--- src/rtl/hack_pkg.sv ---
// hack_pkg: shared FSM encoding and RAM geometry for the RAM dump block
package hack_pkg;

    localparam int RAM_DEPTH = 3840;
    localparam int WORD_W    = 16;

    typedef enum logic [2:0] {
        S_IDLE,
        S_FETCH,
        S_HI,
        S_LO,
        S_DONE
    } state_e;

endpackage

--- src/rtl/ram_dump.sv ---
// ram_dump: reads a word range from the data RAM and streams it out high byte first
module ram_dump
    import hack_pkg::*;
#(
    parameter int DEPTH = RAM_DEPTH,
    parameter int AW    = 16
) (
    input  logic              clk,
    input  logic              rst_n,
    input  logic              start,
    input  logic [AW-1:0]     base,
    input  logic [AW-1:0]     count,
    output logic              busy,
    output logic              done,
    output logic              err,
    output logic [AW-1:0]     mem_address,
    output logic              mem_load,
    input  logic [WORD_W-1:0] mem_out,
    output logic [7:0]        tx_data,
    output logic              tx_valid,
    input  logic              tx_ready
);

    state_e              state_q, state_d;
    logic [WORD_W-1:0]   word_q, word_d;
    logic [AW-1:0]       addr_q, addr_d;
    logic [AW-1:0]       rem_q, rem_d;
    logic                err_q, err_d;
    logic [AW:0]         end_addr;
    logic                in_range;

    assign end_addr = {1'b0, base} + {1'b0, count};
    assign in_range = end_addr <= (AW+1)'(DEPTH);

    // state and datapath registers; reset also abandons any word in flight
    always_ff @(posedge clk or negedge rst_n) begin
        if (!rst_n) begin
            state_q <= S_IDLE;
            word_q  <= '0;
            addr_q  <= '0;
            rem_q   <= '0;
            err_q   <= 1'b0;
        end else begin
            state_q <= state_d;
            word_q  <= word_d;
            addr_q  <= addr_d;
            rem_q   <= rem_d;
            err_q   <= err_d;
        end
    end

    // next-state: request checking, word fetch, two-byte handshake, completion
    always_comb begin
        state_d = state_q;
        word_d  = word_q;
        addr_d  = addr_q;
        rem_d   = rem_q;
        err_d   = 1'b0;
        case (state_q)
            S_IDLE: begin
                if (start) begin
                    if (count == '0) begin
                        state_d = S_DONE;
                    end else if (in_range) begin
                        addr_d  = base;
                        rem_d   = count;
                        state_d = S_FETCH;
                    end else begin
                        err_d = 1'b1;
                    end
                end
            end
            S_FETCH: begin
                word_d  = mem_out;
                state_d = S_HI;
            end
            S_HI: begin
                if (tx_ready) state_d = S_LO;
            end
            S_LO: begin
                if (tx_ready) begin
                    if (rem_q == AW'(1)) begin
                        state_d = S_DONE;
                    end else begin
                        addr_d  = addr_q + 1'b1;
                        rem_d   = rem_q - 1'b1;
                        state_d = S_FETCH;
                    end
                end
            end
            S_DONE: begin
                addr_d  = '0;
                rem_d   = '0;
                state_d = S_IDLE;
            end
            default: state_d = S_IDLE;
        endcase
    end

    // outputs decode registered state only, so tx_ready never reaches an output
    assign busy        = state_q != S_IDLE;
    assign done        = state_q == S_DONE;
    assign err         = err_q;
    assign mem_address = addr_q;
    assign mem_load    = 1'b0;
    assign tx_valid    = (state_q == S_HI) || (state_q == S_LO);
    assign tx_data     = (state_q == S_HI) ? word_q[15:8] :
                         (state_q == S_LO) ? word_q[7:0]  : 8'h00;

endmodule

--- config.mk ---
export PLATFORM = sky130hd
export DESIGN_NAME = ram_dump
export DESIGN_NICKNAME = d
export VERILOG_FILES = /design/src/rtl/hack_pkg.sv /design/src/rtl/ram_dump.sv
export SDC_FILE = /design/constraint.sdc
export NUM_CORES = 1
export LEC_CHECK = 0
export BUFFER_PORTS_ARGS = -buffer_cell sky130_fd_sc_hd__buf_2
export CORE_MARGIN = 5
export CORE_UTILIZATION = 50
export DETAILED_ROUTE_END_ITERATION = 8
export GPL_TIMING_DRIVEN = 0
export PLACE_DENSITY = 0.76
export SLEW_MARGIN = 5
export SYNTH_ARGS = -nofsm -noshare
export SYNTH_HDL_FRONTEND = slang
export SYNTH_SLANG_ARGS = --single-unit
--- constraint.sdc ---
create_clock -name clk -period 2.6 [get_ports clk]
set_clock_uncertainty 0.15 [all_clocks]
set_input_delay 0.52 -clock clk [delete_from_list [all_inputs] [get_ports clk]]
set_output_delay 0.52 -clock clk [all_outputs]
set_load 0.02 [all_outputs]
==> impl_metrics.tcl, run 1 <==
set metrics [dict create \
    outcome "finished with violations" \
    violations "setup timing" \
    dp_hpwl_mm 8.969 \
    rows 32 \
    setup_violations 34 \
    slew_headroom_pct 38.80 \
    ys_seq_elements 52 \
    post_dp_cell_area_um2 4474 \
    fin_crit_ns 3.418 \
    setup_ws_ns -0.8178 \
    cts_buffers 5 \
    leakage_nw 2.218 \
    regArea_um2 1301 \
    hold_viol_final 0 \
    synth-warning-count 0 \
    synth_seq_area_share_pct 33.39 \
    rsz0062_at_grt "yes" \
    reg2reg_from "state_q[2]$_DFFE_PN0P_" \
    core-area_um2 7647 \
    finalCritPeriodShare_pct 131.5 \
    maxCapViolCount 0 \
    first_pass_iters 6 \
    async_reset_ff_share_pct 100.0 \
    path_cells "buf_8 -> ha_4 -> fa_2 -> a21o_4 -> a221oi_4 -> buf_4 -> o21ai_2 -> a211o_1 -> and4b_1 -> a311o_1 -> a21oi_4 -> buf_6 -> buf_6 -> o21ai_2 -> a22o_1" \
    hold_slack_ns 0.06615 \
    clock_latency_ns 0.33 \
    io_pins 81 \
    viasPerCell 6.332 \
    num_vias 4192 \
    syn_to_final_growth_pct 26.29 \
    grt_max_degree 53 \
    die_h_um 98.29 \
    worst_pin_slew_ns 0.9110 \
    cts.path.max_buffers 2 \
    wirelength_mm 12.65 \
    fillers 665 \
    synth_top_area_share_pct 33.39 \
    cts_tree "done" \
    ys_types 61 \
    numPortBuffers 79 \
    grt_overflow 0 \
    nets 631 \
    rrSetupSlack_ns -0.25 \
    dieArea_um2 9661 \
    yosys.area.top_type "dfrtp_1" \
    path_clk_slew_ns 0.10 \
    power_density_nw_per_um2 1120 \
    endpoint_kind "flop" \
    synth_edf_count 0 \
    grt_pass1_wl_mm 19.94 \
    critPathMaxFanout 5 \
    vdd_drop_max_mv 0.6598 \
    ant_nets 0 \
    ys.flop_type "dfrtp_1" \
    multi_input_area_um2 2577 \
    cpPeakStageDelay_ns 0.38 \
    postSynthCellCount 459 \
    syn-cell-area_um2 3897 \
    start_kind "input pin" \
    crit_type "input pin to flop" \
    clkSinkCount 52 \
    wl_per_cell_um 19.11 \
    path_buf_inv 4 \
    hold_path_class "input pin to asynchronous set/reset pin" \
    cpMaxStageDelayCell "a311o_1" \
    max_freq_mhz 292.6 \
    avgSynthCellArea_um2 8.491 \
    cts-root-buf "clkbuf_8" \
    antenna_found_initial 0 \
    drive_above_1_share_pct 30.18 \
    grt_use_total_pct 25.26 \
    worstRegToRegCells 8 \
    syn_nets 531 \
    r2r_end "mem_address[7]$_DFFE_PN0P_" \
    cp.arrival_ns 3.49 \
    htree_levels 2 \
    fin_tns_setup_ns -25.77 \
    critPathRequiredTime_ns 2.67 \
    n_antenna_cell 0 \
    dr.first_iter.drc_count 341 \
    synth_area_leaders "dfrtp_1 (33%), ha_1 (6.1%), a21oi_1 (5.1%), mux2_2 (4.9%), nand2_1 (4.5%)" \
    drc_errors 0 \
    final-max-slew-violation-count 0 \
    crit_family "compound AO/OA/AOI/OAI gates" \
    initial_core_util_pct 50.97 \
    grt_pass1_vias 3984 \
    gp_congestion 0.9449 \
    fp.dieW_um 98.29 \
    design_area_um2 4922 \
]
==> power by group <==
group	switching, W	total, W	internal, W
registers	0.000384	0.00159	0.00120
logic	0.00197	0.00341	0.00144
clock network	0.000315	0.000513	0.000199
total	0.00267	0.00551	0.00284
==> logic make-up after synthesis <==
| kind of cell | Yosys count | share of synthesized area (%) |
|---|---|---|
| compound gates | 167 | 28.89 |
| xor+xnor | 6 | 1.348 |
| fa+ha+maj | 20 | 6.613 |
| buf+inv | 42 | 4.847 |
| flops | 52 | 33.39 |
| mux | 27 | 7.480 |
| other cells | 1 | 0.09622 |
| simple gates | 144 | 17.34 |
==> cells in the final DEF, fill, tap and decap left out, drive strengths merged, types with 3 or more instances in the layout <==
master | netlist | final
a22oi | 4 | 4
o211ai | 4 | 4
o21ai | 39 | 39
nor4 | 9 | 9
a31o | 4 | 4
o21a | 4 | 4
nand2b | 3 | 3
a221oi | 3 | 3
mux2i | 10 | 10
nor3 | 16 | 16
a21oi | 41 | 41
buf | 10 | 103
a22o | 19 | 19
inv | 17 | 18
a32o | 3 | 3
o31ai | 6 | 6
dfrtp | 52 | 52
a21o | 11 | 11
nand2 | 47 | 47
ha | 19 | 19
o211a | 3 | 3
nand3 | 18 | 18
o21bai | 3 | 3
clkbuf | 15 | 20
mux2 | 17 | 17
xor2 | 5 | 5
a31oi | 6 | 6
a211o | 3 | 3
nand4 | 6 | 6
or3 | 3 | 3
and3 | 3 | 3
nor2 | 29 | 29
==> per-stage QoR <==
step | setup slack (ns) | total power, W | instances | util, %
floorplan | -0.6916 | 0.003636 | 459 | -
finish | -0.8178 | 0.005512 | 662 | 64.37
global placement | -1.162 | 0.004399 | 640 | 58.51
detailed placement | -1.197 | 0.004482 | 640 | 58.51
CTS | -0.7822 | 0.005312 | 660 | 63.02
global route | -0.9291 | 0.005869 | 662 | 64.37
==> registers in the layout, indices dropped and copies added (netlist names) <==
signal / cells
err: 1
word_q: 16
mem_address: 16
state_q: 3
rem_q: 16
==> synthesized netlist by cell type (5+ instances only) <==
cell type / count
a21o_1: 11
a21oi_1: 40
a22o_1: 19
a31oi_1: 6
clkbuf_1: 15
dfrtp_1: 52
ha_1: 19
inv_1: 17
mux2_2: 17
mux2i_1: 10
nand2_1: 47
nand3_1: 18
nand4_1: 6
nor2_1: 29
nor3_1: 16
nor4_1: 9
o21ai_0: 31
o21ai_1: 7
o31ai_1: 6
xor2_1: 5
==> routing by layer <==
metal	vias up	global-route usage (%)	routed length (um)
met1	1992	33.78	5157
met4	0	7.983	357
met5	-	0	0
li1	1927	-	-
met3	27	5.000	1171
met2	246	41.19	5966
==> area by class of cell <==
| type | count | share of cell area [%] |
|---|---|---|
| sequential | 52 | 26.44 |
| inverter | 17 | 1.296 |
| buffer | 25 | 3.508 |
| clock inverter | 3 | 0.5592 |
| timing repair buffer | 93 | 11.85 |
| multi-input combinational | 365 | 52.36 |
| tap | 102 | 2.593 |
| clock buffer | 5 | 1.398 |
==> timing repair <==
action                                  in CTS  in global routing
pin swaps                                   13                 12
hold buffers                                 0                  0
buffers inserted                             8                  3
resized for setup                           32                 22
cloned                                       4                  0
endpoints found under the setup margin      42                 44
==> how the worst max path moves through the flow <==
stage              from                          end  cells after the start
2_1_floorplan   base[0]        rem_q[13]$_DFFE_PN0P_                     12
3_3_place_gp   count[0]  mem_address[15]$_DFFE_PN0P_                     13
3_5_place_dp   count[0]   mem_address[8]$_DFFE_PN0P_                     13
4_1_cts        count[0]        rem_q[13]$_DFFE_PN0P_                     14
5_1_grt         base[0]        rem_q[15]$_DFFE_PN0P_                     15
6_report       count[0]        rem_q[15]$_DFFE_PN0P_                     15
==> worst register-to-register path, cell delays in order, from the launching register on <==
cell      delay, ns
dfrtp_1        0.37
clkbuf_1       0.17
nand2b_1       0.19
clkbuf_1       0.26
nor2_1         0.61
clkbuf_1       0.48
nand2_1        0.13
o21ai_0        0.29
a21oi_2        0.10
(Power assumes the default switching activity.)
==> run 2: changes to the inputs <==
- ABC_AREA: unset -> 1
- CORE_UTILIZATION: 50 -> 51
==> impl_metrics.tcl, run 2 <==
set metrics [dict create \
    hold_path_class "input pin to asynchronous set/reset pin" \
    grt_use_total_pct 25.11 \
    power_density_nw_per_um2 925.1 \
    path_clk_slew_ns 0.11 \
    max_freq_mhz 386.7 \
    viasPerCell 5.599 \
    synth-warning-count 0 \
    wirelength_mm 13.47 \
    io_pins 81 \
    ant_nets 0 \
    ys_types 40 \
    fin_total_pwr_w 0.004942 \
    fillers 770 \
    postSynthCellCount 647 \
    core-area_um2 8217 \
    clkSinkCount 52 \
    grt_pass1_vias 4359 \
    first_pass_iters 7 \
    synth_edf_count 0 \
    vdd_drop_max_mv 0.5279 \
    setup_violations 0 \
    start_kind "input pin" \
    final_common_cell "nand2_1" \
    final-max-slew-violation-count 0 \
    rsz0062_at_grt "yes" \
    synth_area_leaders "dfrtp_1 (30%), nand2_1 (19%), nand3_1 (7.9%), inv_1 (7.4%), ha_1 (5.5%)" \
    async_reset_ff_share_pct 100.0 \
    postCtsHoldBufs 0 \
    synth_top_area_share_pct 30.20 \
    cts.path.max_buffers 2 \
    layout_common_cells "nand2_1 (182), inv_1 (85), buf_2 (80)" \
    fp.dieW_um 101.9 \
    drc_errors 0 \
    critPathMaxFanout 7 \
    clock_latency_ns 0.32 \
    critPathRequiredTime_ns 2.67 \
    ys_seq_elements 52 \
    num_vias 4759 \
    cts_tree "done" \
    dr.first_iter.drc_count 350 \
    leakage_nw 2.891 \
    maxCapViolCount 0 \
    syn-cell-area_um2 4309 \
    yosys.area.top_type "dfrtp_1" \
    finalCritPeriodShare_pct 99.47 \
    rows 33 \
    numPortBuffers 79 \
    nets 816 \
    synth.most_common_cell "nand2_1" \
    syn_to_final_growth_pct 23.98 \
    initial_core_util_pct 52.44 \
    dp_hpwl_mm 9.989 \
    ys.flop_type "dfrtp_1" \
    cp.arrival_ns 2.66 \
    antenna_found_initial 0 \
    grt_pass1_wl_mm 20.80 \
    cts-root-buf "clkbuf_8" \
    grt_max_degree 53 \
    worst_pin_slew_ns 0.6783 \
    n_antenna_cell 0 \
    fin_crit_ns 2.586 \
    endpoint_kind "flop" \
    wl_per_cell_um 15.84 \
    cts_buffers 5 \
    die_h_um 101.9 \
    slew_headroom_pct 54.78 \
    synthTopCellsByCount "nand2_1 (218), inv_1 (85), nand3_1 (68), dfrtp_1 (52), nor2_1 (47)" \
    hold_viol_final 0 \
    syn_nets 719 \
    crit_type "input pin to flop" \
    synth_seq_area_share_pct 30.20 \
    dieArea_um2 10390 \
    gp_congestion 0.9547 \
    avgSynthCellArea_um2 6.660 \
    fin_cells 850 \
    grt_overflow 0 \
    numPlacedInstances 831 \
    drive_above_1_share_pct 26.98 \
    outcome "completed" \
    htree_levels 2 \
]
run 2: cell count changes after synthesis, moves of 15 or more:
cell	before	now
o21ai_0	31	16
inv_1	17	85
nor2_1	29	47
nand3_1	18	68
nand2_1	47	218
a21oi_1	40	22
run 2: area by class of cell:
cell class              instances  area, um2  area share, %
repair buffers                 90      549.3          10.28
flip-flops and latches         52       1301          24.36
clock inverters                 3      27.53         0.5152
multi-input cells             488       2796          52.34
well taps                     105      131.4          2.459
clock buffers                   5      68.82          1.288
plain buffers                  19      137.6          2.576
inverters                      88      330.3          6.183
run 2: power by group:
| part | internal [W] | total (W) | leakage (nW) | switching (W) |
|---|---|---|---|---|
| logic | 0.00113 | 0.00281 | 2.20 | 0.00168 |
| registers | 0.00119 | 0.00161 | 0.639 | 0.000426 |
| clock network | 0.000199 | 0.000516 | 0.0463 | 0.000318 |
| total | 0.00251 | 0.00494 | 2.89 | 0.00243 |
run 2: timing repair:
action,CTS,global route
buffers inserted,2,6
pin swaps,4,28
resized for setup,7,72
endpoints found under the setup margin,38,43
gates cloned,0,3
run 2: logic make-up after synthesis:
| family | after synthesis | synth area share (%) |
|---|---|---|
| AOI/OAI and AO/OA | 75 | 11.00 |
| xor gates and xnor gates | 6 | 1.220 |
| adders and majority gates | 20 | 5.981 |
| buffers and inverters | 107 | 10.31 |
| DFF | 52 | 30.20 |
| muxes | 16 | 4.181 |
| other | 1 | 0.08702 |
| and+or+nand+nor | 370 | 37.02 |
run 2: final timing paths:
| path | slack [ns] | cells past startpoint | to | from |
|---|---|---|---|---|
| min in group clk | 0.26 | 3 | err$_DFF_PN0_ | start |
| min | 0.07 | 1 | mem_address[6]$_DFFE_PN0P_ | rst_n |
| max reg2reg | 0.27 | 11 | mem_address[12]$_DFFE_PN0P_ | mem_address[1]$_DFFE_PN0P_ |
| min reg2reg | 0.35 | 2 | rem_q[13]$_DFFE_PN0P_ | rem_q[13]$_DFFE_PN0P_ |
| max | 0.01 | 18 | rem_q[5]$_DFFE_PN0P_ | count[0] |
| max in group asynchronous | 1.77 | 1 | rem_q[10]$_DFFE_PN0P_ | rst_n |
run 2: per-layer routing:
layer	up-vias	wire, um	track usage [%]
met3	23	1062	4.164
met5	-	0	0
met4	0	187	6.761
li1	2310	-	-
met2	203	6282	40.39
met1	2223	5936	35.22
run 2: worst max-delay path, stage by stage:
cell and delay [ns]:
buf_8 0.10, ha_4 0.16, fa_2 0.37, nand2_2 0.10, nand2_2 0.08, nand3_2 0.10, nand2_2 0.08, nand2_4 0.10
nand3b_1 0.08, nand2_1 0.08, nand3_2 0.10, nor2_4 0.14, nand2_2 0.10, nand2_4 0.14, nand2_8 0.11, clkbuf_16 0.19
nand2_2 0.05, nand2_1 0.05
run 2: per-stage QoR:
stage | cell area [um2] | util, % | setup slack [ns] | setup TNS, ns | hold slack (ns)
2_1_floorplan | 4319 | - | 0.004087 | 0 | 0.07441
3_3_place_gp | 4846 | 58.98 | -0.3920 | -13.17 | 0.3099
3_5_place_dp | 4846 | 58.98 | -0.4211 | -14.38 | 0.3144
4_1_cts | 4972 | 60.51 | -0.008922 | -0.02288 | 0.2502
5_1_grt | 5343 | 65.02 | -0.06175 | -1.524 | 0.1172
6_report | 5343 | 65.02 | 0.01375 | 0 | 0.07264
==> run 3: changes to the inputs <==
- CTS_BUF_LIST: unset -> sky130_fd_sc_hd__clkbuf_16
- PLACE_DENSITY: 0.76 -> 0.85
==> impl_metrics.tcl, run 3 (synthesis gave the netlist of run 2 again) <==
set metrics [dict create \
    outcome "finished with violations" \
    violations "setup timing" \
    final-max-slew-violation-count 0 \
    ant_nets 0 \
    fin_tns_setup_ns -0.02725 \
    clkSinkCount 52 \
    grt_pass1_vias 4312 \
    hold_viol_final 0 \
    cts-root-buf "clkbuf_16" \
    power_density_nw_per_um2 961.0 \
    grt_overflow 0 \
    path_clk_slew_ns 0.07 \
    nets 813 \
    vdd_drop_max_mv 0.5535 \
    io_pins 81 \
    die_h_um 101.9 \
    crit_family "simple AND/OR/NAND/NOR gates" \
    share_comb_of_total_power_pct 54.3 \
    cp.arrival_ns 2.65 \
    path_cells "buf_8 -> ha_4 -> fa_2 -> nand2_2 -> nand2_2 -> nand3_2 -> nand2_2 -> nand2_2 -> nor2_1 -> nor2_1 -> nand3_1 -> nor2_2 -> nand2_2 -> nand2_4 -> nand2_8 -> clkbuf_16 -> nand2_2 -> nand2_1" \
    worst_pin_slew_ns 0.6660 \
    core-area_um2 8217 \
    antenna_found_initial 0 \
    dp_hpwl_mm 9.944 \
    fp.dieW_um 101.9 \
    wirelength_mm 13.28 \
    critPathMaxFanout 7 \
    post_dp_cell_area_um2 4846 \
    gp_congestion 0.9946 \
    fin_crit_ns 2.607 \
    grt_pass1_wl_mm 20.66 \
    grt_max_degree 53 \
    htree_levels 2 \
    drive_above_1_share_pct 25.74 \
    cts.path.max_buffers 2 \
    syn_to_final_growth_pct 22.56 \
    hold_path_class "input pin to asynchronous set/reset pin" \
    cpPeakStageDelay_ns 0.36 \
    cpMaxStageDelayCell "fa_2" \
    p_seq_share_pct 32.1 \
    setup_ws_ns -0.007205 \
    start_kind "input pin" \
    critPathRequiredTime_ns 2.64 \
    clockPowerShare_pct 13.6 \
    design_area_um2 5281 \
    internal_power_w 0.002651 \
    first_pass_iters 7 \
    initial_core_util_pct 52.44 \
    drc_errors 0 \
    hold_slack_ns 0.1048 \
    numPlacedInstances 831 \
    layout_common_cells "nand2_1 (179), inv_1 (85), buf_2 (80)" \
    numPortBuffers 79 \
    grt_use_total_pct 25.20 \
    endpoint_kind "flop" \
    setup_violations 7 \
    rsz0062_at_grt "yes" \
    n_antenna_cell 0 \
    maxCapViolCount 0 \
    fin_cells 847 \
    path_buf_inv 2 \
    power_switching_w 0.002424 \
    max_freq_mhz 383.6 \
    leakage_nw 2.875 \
    crit_type "input pin to flop" \
    cpMostUsedCell "nand2_2" \
    dr.first_iter.drc_count 434 \
    final_common_cell "nand2_1" \
    switching_share_pct 47.76 \
    finalCritPeriodShare_pct 100.3 \
    fillers 748 \
    cts_tree "done" \
    num_vias 4738 \
    wl_per_cell_um 15.67 \
    dieArea_um2 10390 \
    fin_total_pwr_w 0.005075 \
    viasPerCell 5.594 \
    clock_latency_ns 0.30 \
    slew_headroom_pct 55.60 \
    cts_buffers 5 \
    rows 33 \
]
## run 3: cell types whose count changed in the layout (fill, tap and decap cells not counted), moves of 3 or more
cell	change
clkbuf_16	+4
ha_1	+3
nand2_1	-3
clkbuf_8	-5
nand2_2	+5
## run 3: worst paths after layout
kind                                            startpoint                     endpoint  slack, ns  depth (start not counted)
worst max register to register  mem_address[2]$_DFFE_PN0P_  mem_address[15]$_DFFE_PN0P_       0.27                         13
worst min register to register       rem_q[13]$_DFFE_PN0P_        rem_q[13]$_DFFE_PN0P_       0.34                          2
max in group asynchronous                            rst_n       state_q[1]$_DFFE_PN0P_       1.75                          1
worst min-delay path                                 rst_n         rem_q[0]$_DFFE_PN0P_       0.10                          1
min in group clk                                     start                err$_DFF_PN0_       0.29                          3
worst max-delay path                              count[0]         rem_q[7]$_DFFE_PN0P_     -0.007                         18
## run 3: cell type report
cell class                 count  area, um2  area share, %
tap                          105      131.4          2.488
sequential                    52       1301          24.64
buffer                        18      120.1          2.274
multi-input combinational    488       2728          51.65
timing repair buffer          88      520.5          9.855
clock inverter                 3      25.02         0.4738
clock buffer                   5      125.1          2.369
inverter                      88      330.3          6.254
## run 3: power by group through the flow
stage	Combinational, W	Sequential, W	Clock [W]
final	0.00276	0.00163	0.000691
after global routing	0.00304	0.00167	0.000742
after CTS	0.00248	0.00157	0.000701
after detailed placement	0.00242	0.00158	0
after global placement	0.00234	0.00155	0
after floorplan	0.00165	0.00164	0
## run 3: metrics by stage
stage          utilization, %  setup slack, ns
3_5_place_dp            58.98          -0.3961
6_report                64.28        -0.007205
3_3_place_gp            58.98          -0.3778
2_1_floorplan               -         0.004087
4_1_cts                 61.66        -0.004310
5_1_grt                 64.28          -0.1570
## run 3: timing repair
| item | 4_1_cts | 5_1_grt |
|---|---|---|
| pin swaps | 5 | 18 |
| buffers inserted | 4 | 2 |
| endpoints found under the setup margin | 38 | 41 |
| cloned | 1 | 2 |
| hold buffers | 0 | 0 |
| gates resized for setup | 11 | 52 |
## run 3: worst register-to-register path: cells and delay by family, from the launching register on
family | cells | cell delay (ns)
flops | 1 | 0.43
simple gates | 13 | 1.63
## run 3: layer usage
layer / vias to the layer above / global-route usage (%) / share of wire, %
met5: - / 0 / 0
met4: 0 / 7.164 / 2.4
met3: 31 / 4.642 / 7.5
met2: 217 / 41.75 / 48
met1: 2190 / 33.84 / 42
li1: 2300 / - / -
